===== src/rtl/bf16_div_seq.sv =====
// bf16_div_seq: multi-cycle bfloat16 divider.
// Radix-2 restoring division, one quotient bit per cycle, with valid/ready
// handshakes on both sides. Special operands resolve through the NORM slot so
// that their result appears one edge after acceptance.
module bf16_div_seq #(
    parameter int          QBITS     = 10,
    parameter logic [15:0] CANON_NAN = 16'h7FC0
) (
    input  logic        clk_i,
    input  logic        rst_ni,
    input  logic        valid_i,
    output logic        ready_o,
    input  logic [15:0] a_i,
    input  logic [15:0] b_i,
    output logic        valid_o,
    input  logic        ready_i,
    output logic [15:0] result_o
);

    localparam logic [1:0] S_IDLE = 2'd0;
    localparam logic [1:0] S_DIV  = 2'd1;
    localparam logic [1:0] S_NORM = 2'd2;
    localparam logic [1:0] S_DONE = 2'd3;

    logic [1:0]        state_reg;
    logic [3:0]        cnt_reg;
    logic [QBITS-1:0]  q_reg;
    logic [8:0]        rem_reg;
    logic [7:0]        mb_reg;
    logic              sign_reg;
    logic signed [9:0] e_reg;
    logic              spec_reg;
    logic [15:0]       spec_res_reg;
    logic [15:0]       result_reg;

    // Special-case detection on the incoming operands; bit 16 flags a special.
    function automatic logic [16:0] special_f(input logic [15:0] a, input logic [15:0] b);
        logic a_nan, a_inf, a_zero, b_nan, b_inf, b_zero, s;
        a_nan  = (&a[14:7]) && (|a[6:0]);
        a_inf  = (&a[14:7]) && !(|a[6:0]);
        a_zero = !(|a[14:7]);
        b_nan  = (&b[14:7]) && (|b[6:0]);
        b_inf  = (&b[14:7]) && !(|b[6:0]);
        b_zero = !(|b[14:7]);
        s      = a[15] ^ b[15];
        if (a_nan || b_nan)        return {1'b1, CANON_NAN};
        else if (a_inf && b_inf)   return {1'b1, CANON_NAN};
        else if (a_zero && b_zero) return {1'b1, CANON_NAN};
        else if (a_inf)            return {1'b1, s, 15'h7F80};
        else if (b_zero)           return {1'b1, s, 15'h7F80};
        else if (a_zero)           return {1'b1, 16'h0000};
        else if (b_inf)            return {1'b1, 16'h0000};
        else                       return {1'b0, 16'h0000};
    endfunction

    logic [16:0] spec_in;
    assign spec_in = special_f(a_i, b_i);

    // One restoring-division step on the current remainder.
    logic       ge;
    logic [8:0] rem_sub;
    logic [8:0] rem_next;
    always_comb begin
        ge       = (rem_reg >= {1'b0, mb_reg});
        rem_sub  = ge ? (rem_reg - {1'b0, mb_reg}) : rem_reg;
        rem_next = {rem_sub[7:0], 1'b0};
    end

    // Normalize, round to nearest even, and range-check the finished quotient.
    logic signed [9:0] e_norm;
    logic signed [9:0] e_fin;
    logic [6:0]        mant;
    logic              guard;
    logic              sticky;
    logic              inc;
    logic [7:0]        mant_sum;
    logic [15:0]       norm_res;
    always_comb begin
        if (q_reg[QBITS-1]) begin
            mant   = q_reg[QBITS-2:QBITS-8];
            guard  = q_reg[1];
            sticky = q_reg[0] | (|rem_reg);
            e_norm = e_reg;
        end else begin
            mant   = q_reg[QBITS-3:QBITS-9];
            guard  = q_reg[0];
            sticky = |rem_reg;
            e_norm = e_reg - 10'sd1;
        end
        inc      = guard & (sticky | mant[0]);
        mant_sum = {1'b0, mant} + {7'b0, inc};
        e_fin    = mant_sum[7] ? (e_norm + 10'sd1) : e_norm;
        if (e_fin >= 10'sd255)    norm_res = {sign_reg, 15'h7F80};
        else if (e_fin <= 10'sd0) norm_res = 16'h0000;
        else                      norm_res = {sign_reg, e_fin[7:0], mant_sum[6:0]};
    end

    // Control FSM and datapath registers.
    always_ff @(posedge clk_i) begin
        if (!rst_ni) begin
            state_reg    <= S_IDLE;
            cnt_reg      <= '0;
            q_reg        <= '0;
            rem_reg      <= '0;
            mb_reg       <= '0;
            sign_reg     <= 1'b0;
            e_reg        <= '0;
            spec_reg     <= 1'b0;
            spec_res_reg <= '0;
            result_reg   <= '0;
        end else begin
            case (state_reg)
                S_IDLE: begin
                    if (valid_i) begin
                        rem_reg      <= {2'b01, a_i[6:0]};
                        mb_reg       <= {1'b1, b_i[6:0]};
                        sign_reg     <= a_i[15] ^ b_i[15];
                        e_reg        <= $signed({2'b00, a_i[14:7]}) - $signed({2'b00, b_i[14:7]}) + 10'sd127;
                        spec_reg     <= spec_in[16];
                        spec_res_reg <= spec_in[15:0];
                        q_reg        <= '0;
                        cnt_reg      <= '0;
                        state_reg    <= spec_in[16] ? S_NORM : S_DIV;
                    end
                end
                S_DIV: begin
                    q_reg   <= {q_reg[QBITS-2:0], ge};
                    rem_reg <= rem_next;
                    cnt_reg <= cnt_reg + 4'd1;
                    if (cnt_reg == 4'(QBITS - 1)) state_reg <= S_NORM;
                end
                S_NORM: begin
                    result_reg <= spec_reg ? spec_res_reg : norm_res;
                    state_reg  <= S_DONE;
                end
                default: begin
                    if (ready_i) state_reg <= S_IDLE;
                end
            endcase
        end
    end

    assign ready_o  = (state_reg == S_IDLE);
    assign valid_o  = (state_reg == S_DONE);
    assign result_o = result_reg;

endmodule


===== config.mk =====
export PLATFORM = sky130hd
export DESIGN_NAME = bf16_div_seq
export DESIGN_NICKNAME = d
export VERILOG_FILES = /design/src/rtl/bf16_div_seq.sv
export SDC_FILE = /design/constraint.sdc
export NUM_CORES = 1
export LEC_CHECK = 0
export ABC_AREA = 1
export CAP_MARGIN = 20
export CORE_MARGIN = 2
export CORE_UTILIZATION = 63
export CTS_BUF_LIST = sky130_fd_sc_hd__clkbuf_2
export DETAILED_ROUTE_END_ITERATION = 7
export MAX_ROUTING_LAYER = met4
export PLACE_DENSITY = 0.88
export REMOVE_ABC_BUFFERS = 1
export SETUP_SLACK_MARGIN = 0.4
export SYNTH_ARGS = -nofsm -noshare
export SYNTH_HDL_FRONTEND = slang
export SYNTH_SLANG_ARGS = --single-unit

===== constraint.sdc =====
create_clock -name clk_i -period 3.5 [get_ports clk_i]
set_input_delay 0.7 -clock clk_i [delete_from_list [all_inputs] [get_ports clk_i]]
set_output_delay 0.7 -clock clk_i [all_outputs]
set_load 0.01 [all_outputs]

==> impl_metrics.json, run 1 <==
{
  "crit_top_cell": "inv_1",
  "largest_reg_flops": 16,
  "cts_sinks": 64,
  "die_w_um": 91.1,
  "gp_congestion": 0.957,
  "drtPass1Iterations": 5,
  "core-area_um2": 7290,
  "syn_area_per_cell_um2": 6.35,
  "nNetsFinal": 867,
  "remaining_drc_errors": 0,
  "syn2layout_area_growth_pct": 14.6,
  "dieArea_um2": 8300,
  "drive_above_1_share": 0.0843,
  "rsz0062_at_grt": "false",
  "hold_path.class": "flop to flop",
  "peakVddDrop_mv": 0.503,
  "antenna_found_initial": 0,
  "track_usage": 0.315,
  "root_buffer": "clkbuf_2",
  "post-cts-setup-buffer-count": 0,
  "maxCapViolCount": 0,
  "design_area_um2": 5480,
  "cp_data_required_time_ns": 3.92,
  "async_reset_ff_frac": 0,
  "r2r_slack_ns": 0.81,
  "synth_ff_type": "dfxtp_1",
  "io_buffers": 53,
  "min_to": "mb_reg[5]$_SDFFE_PN0P_",
  "max_stage_delay_ns": 0.51,
  "max-slew-margin-rel": 0.411,
  "overflow": 0,
  "rows": 31,
  "syn_inst": 752,
  "path_cells": "clkdlybuf4s50_1 -> inv_1 -> ha_1 -> inv_1 -> fa_1 -> inv_1 -> ha_1 -> nand2_1 -> nor2_1 -> inv_1 -> nor2_1 -> nand3_1 -> nand4_1 -> nand2_1 -> a31oi_1",
  "endpoint_kind": "flop",
  "post_drt_wl_per_cell_um": 13.3,
  "ys_ff_latch": 64,
  "post_cts_resized": 0,
  "period_needed_ns": 2.76,
  "drtIter0Drc": 320,
  "seq_area_frac_synth": 0.268,
  "synthTopCellsByArea": "dfxtp_1 27%, nand2_1 15%, inv_1 7.9%, a21oi_1 7.3%, ha_1 7.1%",
  "postPlaceCellArea_um2": 5370,
  "vias": 5044,
  "hold_viol": 0,
  "clock_latency_ns": 0.50,
  "hold_depth": 2,
  "crit_fanout": 3,
  "clockBufferDepth": 2,
  "htreeDepth": 3,
  "synth_top_area_cell": "dfxtp_1",
  "reg2reg_to": "result_o[3]$_SDFFE_PN0N_",
  "fin_crit_sh": 0.788,
  "diodes": 0,
  "netlist.area_leader.share": 0.268,
  "synth_area_um2": 4780,
  "post-place-ws_ns": 0.296,
  "synth_edf_count": 0,
  "worstMarginPinSlew_ns": 0.882,
  "ys_types": 48,
  "dp_hpwl_mm": 9.29,
  "mostFrequentLayoutCells": "193 x nand2_1, 100 x inv_1, 70 x a21oi_1",
  "start_kind": "primary input",
  "finalWorstSetupSlack_ns": 0.741,
  "antenna_left": 0,
  "grt_pass1_vias": 5102,
  "leakage_nw": 2.53,
  "fin_setup_tns_ns": 0,
  "critical_path_class": "primary input to flop",
  "yosysWarnings": 0,
  "die_h_um": 91.1,
  "setup_viol": 0,
  "arrival_ns": 3.18,
  "r2r-start": "q_reg[9]$_SDFFE_PN0P_",
  "p_per_area_nw_per_um2": 676,
  "fmax_mhz": 362,
  "status": "finished, final reports clean",
  "fin_skew_ns": 0.0350,
  "clk_pin_slew_ns": 0.17,
  "io_pins": 54,
  "vias_per_cell": 5.57,
  "min_from": "mb_reg[5]$_SDFFE_PN0P_",
  "final_common_cell": "nand2_1",
  "final-max-slew-violation-count": 0,
  "wl_mm": 12.0,
  "cts_tree": "done",
  "grt_first_pass_wirelength_mm": 21.5,
  "r2r_cells": 18,
  "ctsHoldBuffers": 0,
  "cts_buffers": 9,
  "initial_core_util": 0.655,
  "grt_max_degree": 39,
  "cpMaxStageDelayCell": "clkdlybuf4s50_1"
}
[synth_stat cells, drive strengths merged, types with 2 or more instances]
| cell type | n |
|---|---|
| nand3 | 65 |
| o21bai | 2 |
| clkinv | 3 |
| buf | 6 |
| clkbuf | 15 |
| xnor2 | 2 |
| nand2 | 211 |
| o21ai | 36 |
| o221ai | 3 |
| a31oi | 3 |
| nor4 | 8 |
| xor2 | 10 |
| o21a | 2 |
| nand3b | 7 |
| nor2 | 65 |
| dfxtp | 64 |
| a21oi | 70 |
| fa | 2 |
| nand4 | 16 |
| o31ai | 2 |
| nor3 | 13 |
| ha | 27 |
| inv | 110 |
[worst max-delay path, delay by kind of cell]
kind            cells  cell delay, ns
simple gates        6            0.75
buf+inv             5            0.79
fa+ha+maj           3            0.77
compound gates      1            0.16
[report_power, final]
group / leakage [nW] / internal (W) / switching [W]
sequential: 0.523 / 0.000893 / 0.000141
clock: 0.0708 / 0.000165 / 0.000267
combinational: 1.94 / 0.000815 / 0.00142
total: 2.53 / 0.00187 / 0.00183
[cell families after synthesis]
group                      after synthesis  synth area share
DFF                                     64             0.268
AOI/OAI and AO/OA                      126             0.145
and+or+nand+nor                        387             0.373
buffers and inverters                  134             0.113
xor gates and xnor gates                12            0.0220
adders and majority gates               29            0.0791
[layer usage]
layer,global-route usage,part of all wire
met1,0.375,0.45
met4,0.114,0.013
met2,0.545,0.49
met5,-,0
met3,0.0407,0.047
[cell type report]
| cell class | count | area, um^2 |
|---|---|---|
| multi-input combinational | 554 | 2960 |
| fill | 639 | 1820 |
| sequential | 64 | 1280 |
| timing repair buffer | 60 | 583 |
| inverter | 113 | 428 |
| tap | 99 | 124 |
| clock buffer | 11 | 55.1 |
| clock inverter | 5 | 47.5 |
[worst max-delay path by stage]
stage / cells after the start / end / start
after floorplan: 9 / rem_reg[8]$_SDFFE_PN0P_ / state_reg[0]$_SDFFE_PN0P_
after global placement: 15 / e_reg[8]$_SDFFE_PN0P_ / a_i[7]
after detailed placement: 15 / e_reg[8]$_SDFFE_PN0P_ / a_i[7]
after CTS: 15 / e_reg[8]$_SDFFE_PN0P_ / a_i[7]
after global routing: 15 / e_reg[8]$_SDFFE_PN0P_ / a_i[7]
final: 15 / e_reg[8]$_SDFFE_PN0P_ / a_i[7]
[metrics by stage]
step / power (W) / hold slack (ns) / instances / util
5_1_grt: 0.00407 / 0.498 / 906 / 0.751
4_1_cts: 0.00367 / 0.477 / 906 / 0.751
2_1_floorplan: 0.00263 / 0.433 / 731 / -
3_5_place_dp: 0.00324 / 0.454 / 890 / 0.737
3_3_place_gp: 0.00315 / 0.451 / 890 / 0.737
6_report: 0.00370 / 0.473 / 906 / 0.751
Note: power is estimated with default switching activity, not from simulation.
==> run 2: changes to the inputs <==
--- a/config.mk
+++ b/config.mk
@@ -8,11 +8,11 @@
 export ABC_AREA = 1
 export CAP_MARGIN = 20
 export CORE_MARGIN = 2
-export CORE_UTILIZATION = 63
+export CORE_UTILIZATION = 59
 export CTS_BUF_LIST = sky130_fd_sc_hd__clkbuf_2
 export DETAILED_ROUTE_END_ITERATION = 7
 export MAX_ROUTING_LAYER = met4
-export PLACE_DENSITY = 0.88
+export PLACE_DENSITY = 0.83
 export REMOVE_ABC_BUFFERS = 1
 export SETUP_SLACK_MARGIN = 0.4
 export SYNTH_ARGS = -nofsm -noshare
==> constraint.sdc (replaced) <==
create_clock -name clk_i -period 2.7 [get_ports clk_i]
set_input_delay 0.54 -clock clk_i [delete_from_list [all_inputs] [get_ports clk_i]]
set_output_delay 0.54 -clock clk_i [all_outputs]
set_load 0.01 [all_outputs]
==> run 2 against run 1 <==
Power increased by 48%. Register-to-register slack got worse by 0.49 ns. Die area increased by 6.5%. Non-clock buffer count increased by 33. Clock skew increased by 0.013 ns. Global-route usage decreased by 1.7 points. Critical path depth increased by 1. Clock power increased by 83%. Via count increased by 4.9%. Critical path type is now flop to flop. Largest power group unchanged.
==> impl_metrics.json, run 2 (synthesized netlist as in run 1, its figures left out) <==
{
  "hold_viol": 0,
  "drive_above_1_share": 0.219,
  "post_drt_wl_per_cell_um": 14.1,
  "clk_pin_slew_ns": 0.20,
  "die_h_um": 94.0,
  "fin_crit_sh": 0.883,
  "total_power_w": 0.00546,
  "grt_first_pass_wirelength_mm": 21.0,
  "grt_pass1_vias": 4934,
  "arrival_ns": 2.76,
  "endpoint_kind": "flop",
  "overflow": 0,
  "fin_util": 0.795,
  "core-area_um2": 7770,
  "clockBufferDepth": 2,
  "vias": 5292,
  "cts_buffers": 9,
  "gp_congestion": 0.878,
  "clock_latency_ns": 0.54,
  "syn2layout_area_growth_pct": 29.3,
  "final_common_cell": "nand2_1",
  "dieArea_um2": 8830,
  "path_cells": "buf_6 -> buf_12 -> o21ai_4 -> nand2_2 -> nor2_4 -> nand2_4 -> nand2_1 -> nand2_1 -> inv_2 -> nand3_1 -> nor2_1 -> nand3_1 -> nand2_2 -> nand2_4 -> nand3_1 -> a21oi_2",
  "finalWorstSetupSlack_ns": 0.316,
  "p_per_area_nw_per_um2": 884,
  "cp_num_buf_inv": 3,
  "dp_hpwl_mm": 9.01,
  "use_met1": 0.356,
  "largest_reg_flops": 16,
  "remaining_drc_errors": 0,
  "die_w_um": 94.0,
  "busiest_layer": "met2",
  "antenna_left": 0,
  "htreeDepth": 3,
  "final-max-slew-violation-count": 0,
  "mostFrequentLayoutCells": "169 x nand2_1, 93 x inv_1, 62 x a21oi_1",
  "rsz0062_at_grt": "true",
  "grt_use_met3": 0.0377,
  "cts_tree": "done",
  "grt_max_degree": 39,
  "post-place-ws_ns": -0.247,
  "start_kind": "flop",
  "io_pins": 54,
  "max_stage_delay_ns": 0.42,
  "leakage_nw": 2.80,
  "max-slew-margin-rel": 0.389,
  "cp_data_required_time_ns": 3.08,
  "use_met2": 0.520,
  "track_usage": 0.298,
  "status": "finished, final reports clean",
  "rows": 32,
  "holdWs_ns": 0.474,
  "hold_path.class": "flop to flop",
  "antenna_found_initial": 0,
  "ctsHoldBuffers": 0,
  "cpMaxStageDelayCell": "dfxtp_4",
  "fin_skew_ns": 0.0480,
  "diodes": 0,
  "fmax_mhz": 420,
  "cts_sinks": 64,
  "setup_viol": 0,
  "critical_path_class": "flop to flop",
  "drtPass1Iterations": 5,
  "io_buffers": 53,
  "maxCapViolCount": 0,
  "crit_fanout": 6,
  "crit_top_cell": "nand3_1",
  "nNetsFinal": 900,
  "root_buffer": "clkbuf_2",
  "peakVddDrop_mv": 0.816,
  "worstMarginPinSlew_ns": 0.915,
  "drtIter0Drc": 329,
  "fill_cells": 551,
  "critPathTopFamily": "simple AND/OR/NAND/NOR gates",
  "wl_mm": 13.3,
  "initial_core_util": 0.615,
  "vias_per_cell": 5.62,
  "fin_setup_tns_ns": 0,
  "period_needed_ns": 2.38
}
-- run 2: cell types whose count changed in the layout (fill, tap and decap cells not counted), sizes merged --
cell	before	now
dlygate4sd2	0	1
clkbuf	11	9
buf	7	40
clkdlybuf4s50	53	50
clkinvlp	0	1
clkinv	7	6
dlymetal6s2s	0	2
bufinv	1	3
-- run 2: what timing repair did --
item,in CTS,in global routing
cloned,0,0
setup buffers,5,10
endpoints found under the setup margin,30,31
pin swaps,11,42
resized for setup,33,76
hold endpoints to repair,0,0
-- run 2: through the flow --
stage	cells	area, um^2
floorplan	731	4670
global placement	911	5510
detailed placement	911	5510
CTS	932	5820
global route	942	6180
finish	942	6180
-- run 2: final timing paths --
kind / slack [ns] / to / startpoint / depth (start not counted)
setup / recovery: 0.32 / result_o[5]$_SDFFE_PN0N_ / q_reg[9]$_SDFFE_PN0P_ / 16
hold / removal: 0.47 / mb_reg[3]$_SDFFE_PN0P_ / mb_reg[3]$_SDFFE_PN0P_ / 2
setup reg to reg: 0.32 / result_o[5]$_SDFFE_PN0N_ / q_reg[9]$_SDFFE_PN0P_ / 16
hold reg to reg: 0.47 / mb_reg[3]$_SDFFE_PN0P_ / mb_reg[3]$_SDFFE_PN0P_ / 2
-- run 2: power breakdown --
part	internal [W]	leakage, nW	switching [W]	total, W
logic	0.00127	2.18	0.00206	0.00333
clock network	0.000400	0.0921	0.000387	0.000787
registers	0.00116	0.526	0.000181	0.00135
total	0.00283	2.80	0.00263	0.00546
-- run 2: metal layers --
layer | vias up | share of wire
met1 | 2452 | 0.43
met2 | 181 | 0.50
met3 | 36 | 0.056
met4 | 0 | 0.019
met5 | - | 0
li1 | 2623 | -
-- run 2: final cells by class --
class / instances / area [um^2] / share of cell area
Tap cell: 102 / 128 / 0.0207
Clock inverter: 7 / 120 / 0.0194
Inverter: 113 / 433 / 0.0701
Clock buffer: 9 / 45.0 / 0.00729
Sequential cell: 64 / 1290 / 0.209
Multi-Input combinational cell: 554 / 3300 / 0.534
Timing Repair Buffer: 93 / 858 / 0.139
-- run 2: tightest hold or removal path, stage by stage (launching register included) --
cell,delay [ns]
dfxtp_1,0.34
inv_1,0.06
a21oi_1,0.06
==> run 3: changes to the inputs <==
--- a/config.mk
+++ b/config.mk
@@ -11,6 +11,7 @@
 export CORE_UTILIZATION = 59
 export CTS_BUF_LIST = sky130_fd_sc_hd__clkbuf_2
 export DETAILED_ROUTE_END_ITERATION = 7
+export GPL_ROUTABILITY_DRIVEN = 0
 export MAX_ROUTING_LAYER = met4
 export PLACE_DENSITY = 0.83
 export REMOVE_ABC_BUFFERS = 1
==> run 3 against run 2 <==
Clock skew grew 0.0090 ns. Routed wire length up 3.6%. Register-to-register slack about the same. Critical endpoint is now result_o[6]$_SDFFE_PN0N_. Largest cell class unchanged. Largest power group unchanged.
==> impl_metrics.json, run 3 (synthesized netlist as in run 1, its figures left out) <==
{
  "status": "finished, final reports clean",
  "clk_pin_slew_ns": 0.22,
  "wl_mm": 13.8,
  "p_per_area_nw_per_um2": 908,
  "leakage_nw": 2.89,
  "overflow": 0,
  "crit_fanout": 6,
  "clockBufferDepth": 2,
  "vias": 5376,
  "mostFrequentLayoutCells": "167 x nand2_1, 95 x inv_1, 63 x a21oi_1",
  "antenna_found_initial": 0,
  "max-slew-margin-rel": 0.363,
  "fin_setup_tns_ns": 0,
  "dieArea_um2": 8830,
  "design_area_um2": 6280,
  "drtPass1Iterations": 6,
  "hold_viol": 0,
  "rows": 32,
  "period_needed_ns": 2.39,
  "setup_viol": 0,
  "syn2layout_area_growth_pct": 31.6,
  "maxCapViolCount": 0,
  "diodes": 0,
  "fin_skew_ns": 0.0570,
  "arrival_ns": 2.85,
  "io_buffers": 53,
  "holdWs_ns": 0.481,
  "drtIter0Drc": 450,
  "drive_above_1_share": 0.227,
  "nNetsFinal": 905,
  "cp_data_required_time_ns": 3.16,
  "cts_tree": "done",
  "vias_per_cell": 5.68,
  "remaining_drc_errors": 0,
  "rsz0062_at_grt": "true",
  "grt_pass1_vias": 4974,
  "post_drt_wl_per_cell_um": 14.6,
  "worstMarginPinSlew_ns": 0.955,
  "peakVddDrop_mv": 0.623,
  "grt_first_pass_wirelength_mm": 21.4,
  "die_w_um": 94.0,
  "clock_latency_ns": 0.56,
  "initial_core_util": 0.615,
  "start_kind": "flop",
  "cts_buffers": 9,
  "r2r_cells": 16,
  "cts_sinks": 64,
  "hold_depth": 2,
  "die_h_um": 94.0,
  "final_common_cell": "nand2_1",
  "fmax_mhz": 418,
  "core-area_um2": 7770,
  "ctsHoldBuffers": 0,
  "dp_cells": 908,
  "io_pins": 54,
  "fin_crit_sh": 0.885,
  "track_usage": 0.305,
  "largest_reg_flops": 16,
  "antenna_left": 0,
  "critical_path_class": "flop to flop",
  "root_buffer": "clkbuf_2",
  "final-max-slew-violation-count": 0,
  "fin_cells": 947,
  "htreeDepth": 3,
  "endpoint_kind": "flop",
  "dp_hpwl_mm": 9.03,
  "grt_max_degree": 39,
  "postPlaceCellArea_um2": 5490,
  "hold_path.class": "flop to flop"
}
## run 3: power breakdown
group          internal [W]  total, W  switching, W
clock              0.000315  0.000721      0.000406
combinational       0.00142   0.00364       0.00222
sequential          0.00116   0.00135      0.000184
## run 3: worst paths after layout
kind                            slack [ns]                  start                         to
worst max-delay path                  0.31  q_reg[9]$_SDFFE_PN0P_   result_o[6]$_SDFFE_PN0N_
worst min-delay path                  0.48  sign_reg$_SDFFE_PN0P_  result_o[15]$_SDFFE_PN0N_
worst max register to register        0.31  q_reg[9]$_SDFFE_PN0P_   result_o[6]$_SDFFE_PN0N_
worst min register to register        0.48  sign_reg$_SDFFE_PN0P_  result_o[15]$_SDFFE_PN0N_
## run 3: metal layers
metal | wire length (um) | vias to the layer above | part of all wire | global-route usage
li1 | - | 2633 | - | -
met1 | 5600 | 2452 | 0.41 | 0.351
met2 | 6930 | 241 | 0.50 | 0.534
met3 | 869 | 50 | 0.063 | 0.0562
met4 | 378 | 0 | 0.027 | 0.106
met5 | 0 | - | 0 | -
## run 3: area by class of cell
cell class,instances,area [um^2]
Clock buffer,9,45.0
Clock inverter,7,101
Fill cell,531,1480
Inverter,113,439
Multi-Input combinational cell,554,3340
Sequential cell,64,1290
Tap cell,102,128
Timing Repair Buffer,97,928
Timing Repair inverter,1,6.26
## run 3: per-stage QoR
stage	util	total power, W	setup slack [ns]
global route	0.809	0.00613	0.157
detailed placement	0.707	0.00422	-0.253
floorplan	-	0.00341	-0.527
finish	0.809	0.00570	0.310
CTS	0.756	0.00515	0.396
global placement	0.707	0.00408	-0.170
## run 3: what timing repair did
action                                  4_1_cts  5_1_grt
cloned                                        1        1
gates resized for setup                      38       90
pin swaps                                    19       66
endpoints found under the setup margin       29       29
setup buffers                                11       10
## run 3: critical path, cell delays in order, from the launching register on
cell	delay, ns
dfxtp_4	0.45
buf_12	0.15
nor2_4	0.18
nand3_1	0.14
nand2_2	0.17
inv_2	0.06
nor2_2	0.13
nand3_2	0.11
nor2_1	0.13
nand3_1	0.08
nand2_1	0.07
nand2_2	0.08
buf_4	0.15
inv_4	0.07
nand2_1	0.06
o21a_1	0.19
nor2_1	0.10
